$ cat src/rtl/fp_half_to_int.sv
// fp_half_to_int: multi-cycle binary16 to signed integer converter, round-to-nearest-even with saturation.
module fp_half_to_int #(
  parameter int OUT_W = 16
) (
  input  logic             clk,
  input  logic             rst,
  input  logic             in_valid,
  output logic             in_ready,
  input  logic [15:0]      in_half,
  output logic             out_valid,
  input  logic             out_ready,
  output logic [OUT_W-1:0] out_int,
  output logic             ovf
);
  typedef enum logic [1:0] {IDLE, SHIFT, ROUND, DONE} state_t;
  localparam logic [40:0] MAX_POS = (41'd1 << (OUT_W - 1)) - 41'd1;
  localparam logic [40:0] MAX_NEG = 41'd1 << (OUT_W - 1);
  localparam logic [OUT_W-1:0] SAT_POS = {1'b0, {(OUT_W-1){1'b1}}};
  localparam logic [OUT_W-1:0] SAT_NEG = {1'b1, {(OUT_W-1){1'b0}}};
  state_t state, state_n;
  logic sign, guard, sticky, lft, left, is_nan, is_inf, is_tiny, inc, sat;
  logic [4:0] count, e, e_eff, diff;
  logic [9:0] frac;
  logic [39:0] mag;
  logic [40:0] r;
  assign in_ready = state == IDLE;
  assign out_valid = state == DONE;
  always_comb begin
    e = in_half[14:10];
    frac = in_half[9:0];
    e_eff = (e == 5'd0) ? 5'd1 : e;
    is_nan = (&e) && (|frac);
    is_inf = (&e) && !(|frac);
    // below 0.5 in magnitude always rounds to zero
    is_tiny = !(|in_half[14:0]) || e_eff <= 5'd13;
    left = e_eff >= 5'd25;
    diff = left ? e_eff - 5'd25 : 5'd25 - e_eff;
    inc = guard & (sticky | mag[0]);
    r = {1'b0, mag} + {40'd0, inc};
    sat = sign ? r > MAX_NEG : r > MAX_POS;
    state_n = state;
    case (state)
      IDLE:  if (in_valid) state_n = (is_nan || is_inf || is_tiny) ? DONE : (diff == 5'd0) ? ROUND : SHIFT;
      SHIFT: if (count == 5'd1) state_n = ROUND;
      ROUND: state_n = DONE;
      DONE:  if (out_ready) state_n = IDLE;
      default: state_n = IDLE;
    endcase
  end
  always_ff @(posedge clk) begin
    if (rst) begin
      state <= IDLE;
      sign <= 1'b0;
      guard <= 1'b0;
      sticky <= 1'b0;
      lft <= 1'b0;
      count <= 5'd0;
      mag <= 40'd0;
      out_int <= '0;
      ovf <= 1'b0;
    end else begin
      state <= state_n;
      case (state)
        IDLE: if (in_valid) begin
          sign <= in_half[15];
          mag <= {29'd0, e != 5'd0, frac};
          guard <= 1'b0;
          sticky <= 1'b0;
          count <= diff;
          lft <= left;
          if (is_nan || is_inf || is_tiny) begin
            out_int <= is_inf ? (in_half[15] ? SAT_NEG : SAT_POS) : '0;
            ovf <= is_nan || is_inf;
          end
        end
        SHIFT: begin
          mag <= lft ? mag << 1 : mag >> 1;
          if (!lft) begin
            guard <= mag[0];
            sticky <= sticky | guard;
          end
          count <= count - 5'd1;
        end
        ROUND: begin
          out_int <= sat ? (sign ? SAT_NEG : SAT_POS) : sign ? -r[OUT_W-1:0] : r[OUT_W-1:0];
          ovf <= sat;
        end
        default: ;
      endcase
    end
  end
endmodule

$ cat config.mk
export PLATFORM = sky130hd
export DESIGN_NAME = fp_half_to_int
export DESIGN_NICKNAME = d
export VERILOG_FILES = /design/src/rtl/fp_half_to_int.sv
export SDC_FILE = /design/constraint.sdc
export NUM_CORES = 1
export LEC_CHECK = 0
export BUFFER_PORTS_ARGS = -buffer_cell sky130_fd_sc_hd__buf_4
export CORE_MARGIN = 3
export CORE_UTILIZATION = 55
export DETAILED_ROUTE_END_ITERATION = 8
export HOLD_SLACK_MARGIN = 0.1
export PLACE_DENSITY_LB_ADDON = 0.25
export SKIP_CTS_REPAIR_TIMING = 1
export SYNTH_ARGS = -nofsm -noshare
export SYNTH_HDL_FRONTEND = slang
export SYNTH_SLANG_ARGS = --single-unit
$ cat constraint.sdc
create_clock -name clk -period 9.7 [get_ports clk]
set_clock_uncertainty 0.05 [all_clocks]
set_input_delay 1.455 -clock clk [delete_from_list [all_inputs] [get_ports clk]]
set_output_delay 1.455 -clock clk [all_outputs]
set_load 0.005 [all_outputs]
==> impl_metrics.yaml, run 1 <==
status:
  outcome: "finished clean"
global_routing:
  grt_pass1_vias: 4516
  grtUsageTotal_pct: 24.4
  grt_first_pass_wirelength_um: 21200
  grt_max_degree: 61
  antenna_found_initial: 0
  overflow: 0
placement:
  hpwl_um: 8850
  gp_congestion: 0.912
  dp_cells: 789
  port_buffers: 38
cts:
  cts_sinks: 68
  clk_pin_slew_worst_paths_ps: 70
  clock_latency_ps: 340
  clk_path_buf_depth: 2
  cts_tree: "built"
  cts_root_buffer: "clkbuf_8"
  cts_buffers: 9
  h-tree-depth: 3
sta:
  setup-violations-final: 0
  fmax_mhz: 252
  rsz0062_at_grt: "no"
  final.setup.tns_ps: 0
  slew_headroom_pct: 30.6
  worst_pin_slew_ps: 1040
  fin_crit_ps: 3970
  finalHoldViolCount: 0
  slew_viol_final: 0
  min_period_over_period_pct: 40.9
hold_path:
  hp-class: "reg -> reg"
  min_path_cells: 2
routing:
  drc: 0
  wire_per_inst_um: 15.5
  drtIter0Drc: 364
  vias: 4969
  routed_wl_um: 12500
  dr.pass1.iters: 5
  vias_per_cell: 6.17
  ant_nets: 0
logic_synthesis:
  synthesis.nets: 732
  synth-seq-cells: 68
  synth_seq_area_share_pct: 26.4
  syn-cell-area_um2: 5150
  netlist_instances: 696
  synthAdderAreaFrac_pct: 3.89
  synth-edff-count: 0
  synth_top_flop_cell: "dfxtp_1"
  syn_area_per_cell_um2: 7.40
  synth_top_family_by_area: "simple AND/OR/NAND/NOR gates"
  synth_xor_area_share_pct: 6.46
  yosys.area_share.simple_pct: 28.3
  synth_compound_area_share_pct: 20.5
  ys_warn_count: 0
  synthMuxAreaShare_pct: 8.55
  ys_types: 63
  synthArstFlopShare_pct: 0
floorplan:
  core-area_um2: 8890
  die_h_um: 103
  die_w_um: 103
  start_util_pct: 57.9
  die-area_um2: 10600
  ioPinCount: 39
  num_rows: 34
finish:
  fillers: 806
  syn2layout_area_growth_pct: 7.94
  layout-drive-gt1-share_pct: 13.9
  multi_input_area_um2: 3490
  diodes: 0
  final_net_count: 728
  final_cells: 805
  final-seq-area_um2: 1360
  mostFrequentLayoutCell: "nand2_1"
  mostFrequentLayoutCells: "nand2_1 (86), a21oi_1 (74), dfxtp_1 (67), nand3_1 (48), o21ai_0 (44)"
power:
  p_per_area_nw_per_um2: 209
  p_leak_uw: 0.00201
  power_uw: 1160
  vdd_drop_max_uv: 171
worst_setup_path:
  worstPathMaxFanout: 15
  cp-start-kind: "register"
  cp.arrival_ps: 4180
  required_ps: 9910
  path_class: "reg -> reg"
  crit_path_end_kind: "register"
  rr_worst_depth: 12
job:
  drv_cap: 0
## cells in the mapped netlist, drive strengths merged, types with 5 or more instances
cell | n | share of area, %
or2 | 7 | 0.85
inv | 20 | 1.5
xnor2 | 25 | 4.3
clkbuf | 45 | 3.3
dfxtp | 68 | 26
and3 | 10 | 1.2
nor4 | 11 | 2.5
xor2 | 13 | 2.2
or3 | 9 | 1.1
nand3 | 49 | 4.9
o21ai | 46 | 4.5
a311oi | 5 | 0.85
nor2 | 40 | 2.9
o31ai | 5 | 0.73
nand2b | 13 | 1.6
mux2 | 24 | 5.2
o211ai | 12 | 1.7
nor3 | 16 | 1.7
nand4 | 18 | 2.5
a31oi | 7 | 0.85
buf | 12 | 1.1
mux2i | 17 | 3.3
ha | 16 | 3.9
a21oi | 74 | 7.2
nand2 | 86 | 6.3
## worst max-delay path: stages (launching register included)
cell	delay, ps
dfxtp_1	390
o21a_1	150
ha_1	190
ha_1	390
nand3_1	340
nor4_4	390
nand4_1	170
xnor2_1	150
or3_1	390
nor4_2	360
a31oi_1	330
or3_1	450
a21oi_1	130
## final timing paths
kind         slack [ps]                      end                   from
min reg2reg         430    count[4]$_SDFFE_PP0P_  count[4]$_SDFFE_PP0P_
min                 430    count[4]$_SDFFE_PP0P_  count[4]$_SDFFE_PP0P_
max reg2reg        5730  out_int[9]$_SDFFE_PP0P_    mag[0]$_SDFFE_PP0P_
max                5730  out_int[9]$_SDFFE_PP0P_    mag[0]$_SDFFE_PP0P_
## metrics by stage
step,hold WS [ps],setup slack [ps],utilization (%),area (um^2)
floorplan,395,6220,-,5150
detailed placement,416,5540,60.5,5380
global route,443,5370,62.5,5560
finish,427,5730,62.5,5560
CTS,427,5730,62.5,5560
global placement,411,5720,60.5,5380
## logic make-up after synthesis
| group | Yosys count |
|---|---|
| simple gates | 279 |
| compound gates | 176 |
| buf+inv | 78 |
| flops | 68 |
| mux | 41 |
| xor+xnor | 38 |
| fa+ha+maj | 16 |
## area by class of cell
cell class                      count  area share (%)
Multi-Input combinational cell    550            62.8
Sequential cell                    68            24.5
Timing Repair Buffer               42            5.67
Clock buffer                       14            2.57
Tap cell                          108            2.43
Inverter                           21            1.42
Clock inverter                      2           0.630
## sequential cells by signal (all words and copies together), names as in the netlist, 2 cells and up
signal,count
count,5
mag,40
out_int,16
state,2
## report_power, final
group / switching [uW] / internal, uW
combinational: 320 / 207
clock: 104 / 119
sequential: 81.6 / 333
## layer usage
metal / vias to the layer above / global-route usage, % / wire [um] / share of wire (%)
met1: 2316 / 35.0 / 5910 / 47
met3: 16 / 3.86 / 633 / 5.1
met2: 146 / 37.9 / 5750 / 46
li1: 2491 / - / - / -
met5: - / 0 / 0 / 0
met4: 0 / 6.87 / 191 / 1.5
(Power assumes the default switching activity.)
==> inputs of run 2 (changes only) <==
clock period = 3.8 ns   (was 9.7 ns; I/O delays follow)
==> run 2 against run 1 <==
  * Power grew to 2.6 times the previous value
  * Global-route usage grew 1.2 points
  * Combinational power grew to 2.8 times the previous value
  * Worst hold slack lost 0.77 ps
  * Critical path type unchanged
==> impl_metrics.yaml, run 2 (synthesis results as in run 1) <==
power:
  vdd_drop_max_uv: 362
  p_leak_uw: 0.00206
  p_per_area_nw_per_um2: 535
hold_path:
  hp-class: "reg -> reg"
routing:
  top_layer_used: "met4"
  wire_per_inst_um: 16.1
  drc: 0
  wl_met2_um: 6060
  vias: 5063
  routed_wl_um: 13100
  vias_per_cell: 6.22
  drtIter0Drc: 386
  dr.pass1.iters: 6
  ant_nets: 0
  met1Wirelength_um: 6130
  route.met3.wl_um: 754
cts:
  cts_root_buffer: "clkbuf_8"
  cts_buffers: 9
  cts_sinks: 68
  cts_tree: "built"
  clk_path_buf_depth: 2
  clk_pin_slew_worst_paths_ps: 80
  h-tree-depth: 3
  clock_latency_ps: 350
floorplan:
  num_rows: 34
  die-area_um2: 10600
  ioPinCount: 39
  core-area_um2: 8890
  start_util_pct: 57.9
  die_w_um: 103
  die_h_um: 103
finish:
  mostFrequentLayoutCells: "nand2_1 (86), a21oi_1 (74), dfxtp_1 (67), buf_4 (51), nand3_1 (48)"
  largest_register_ff_count: 40
  final_net_count: 737
  largestRegisters: "mag: 40 flops, out_int: 16 flops, count: 5 flops"
  mostFrequentLayoutCell: "nand2_1"
  top_register: "mag"
  diodes: 0
  layout-drive-gt1-share_pct: 15.9
  syn2layout_area_growth_pct: 9.91
worst_setup_path:
  required_ps: 3970
  critPathTopFamily: "simple AND/OR/NAND/NOR gates"
  slowest_delay_ps: 410
  cp-start-kind: "register"
  cp.arrival_ps: 3620
  path_class: "reg -> reg"
  crit_chain: "o21a_1, ha_1, ha_1, nand3_1, nor4_4, nand4_1, xnor2_1, or3_1, nor4_4, and2_1, o2111a_2, a21oi_1"
  critical-path-slowest-cell: "or3_1"
  crit_path_end_kind: "register"
  cp.buffers_inverters: 0
  worstPathMaxFanout: 15
sta:
  rsz0062_at_grt: "no"
  slew_viol_final: 0
  fmax_mhz: 290
  finalHoldViolCount: 0
  setup_ws_ps: 355
  worst_pin_slew_ps: 1210
  setup-violations-final: 0
  slew_headroom_pct: 19.4
  min_period_over_period_pct: 90.7
  fin_crit_ps: 3450
  final.setup.tns_ps: 0
global_routing:
  grt_pass1_vias: 4481
  grt_first_pass_wirelength_um: 22000
  grt_max_degree: 60
  antenna_found_initial: 0
  overflow: 0
  grtUsageTotal_pct: 25.6
status:
  outcome: "finished clean"
placement:
  place_ws_ps: 234
  gp_congestion: 0.926
  port_buffers: 38
  hpwl_um: 9290
job:
  drv_cap: 0
==> run 2: cell types whose count changed in the layout (fill, tap and decap cells not counted), moves of 2 or more <==
cell        delta
clkbuf_1       -5
clkbuf_8       +2
clkinvlp_4     +3
buf_4          +9
==> run 2: cell type report <==
class	instances	area [um^2]
clock buffer	11	151
fill	782	3230
timing repair buffer	51	383
multi-input combinational	550	3510
inverter	21	78.8
sequential	68	1360
clock inverter	5	36.3
tap	108	135
==> run 2: per-stage QoR <==
| stage | util, % | total power [uW] | cells | instance area (um^2) | hold slack (ps) |
|---|---|---|---|---|---|
| 2_1_floorplan | - | 2030 | 696 | 5150 | 395 |
| 3_3_place_gp | 61.3 | 2420 | 798 | 5450 | 411 |
| 3_5_place_dp | 61.3 | 2450 | 798 | 5450 | 415 |
| 4_1_cts | 63.4 | 3020 | 814 | 5640 | 424 |
| 5_1_grt | 63.7 | 3250 | 814 | 5660 | 447 |
| 6_report | 63.7 | 3030 | 814 | 5660 | 427 |
==> run 2: metal layers <==
layer  up-vias  GRT usage, %
met3        15          3.04
met2       174          38.8
met1      2360          38.0
li1       2514             -
met5         -             0
met4         0          7.47
==> run 2: final timing paths <==
path                               from                       end  slack, ps  depth (start not counted)
hold reg to reg   count[1]$_SDFFE_PP0P_     count[1]$_SDFFE_PP0P_        430                          2
setup / recovery    mag[0]$_SDFFE_PP0P_  out_int[11]$_SDFFE_PP0P_        350                         12
setup reg to reg    mag[0]$_SDFFE_PP0P_  out_int[11]$_SDFFE_PP0P_        350                         12
hold / removal    count[1]$_SDFFE_PP0P_     count[1]$_SDFFE_PP0P_        430                          2
==> run 2: worst register-to-register path, stage by stage (launching register included) <==
cell,delay [ps]
dfxtp_1,400
o21a_1,140
ha_1,190
ha_1,180
nand3_1,260
nor4_4,260
nand4_1,150
xnor2_1,160
or3_1,410
nor4_4,380
and2_1,260
o2111a_2,380
a21oi_1,110
==> run 2: power breakdown <==
group	internal (uW)	total (uW)	switching, uW
combinational	554	1460	902
sequential	849	1010	158
clock	272	566	293
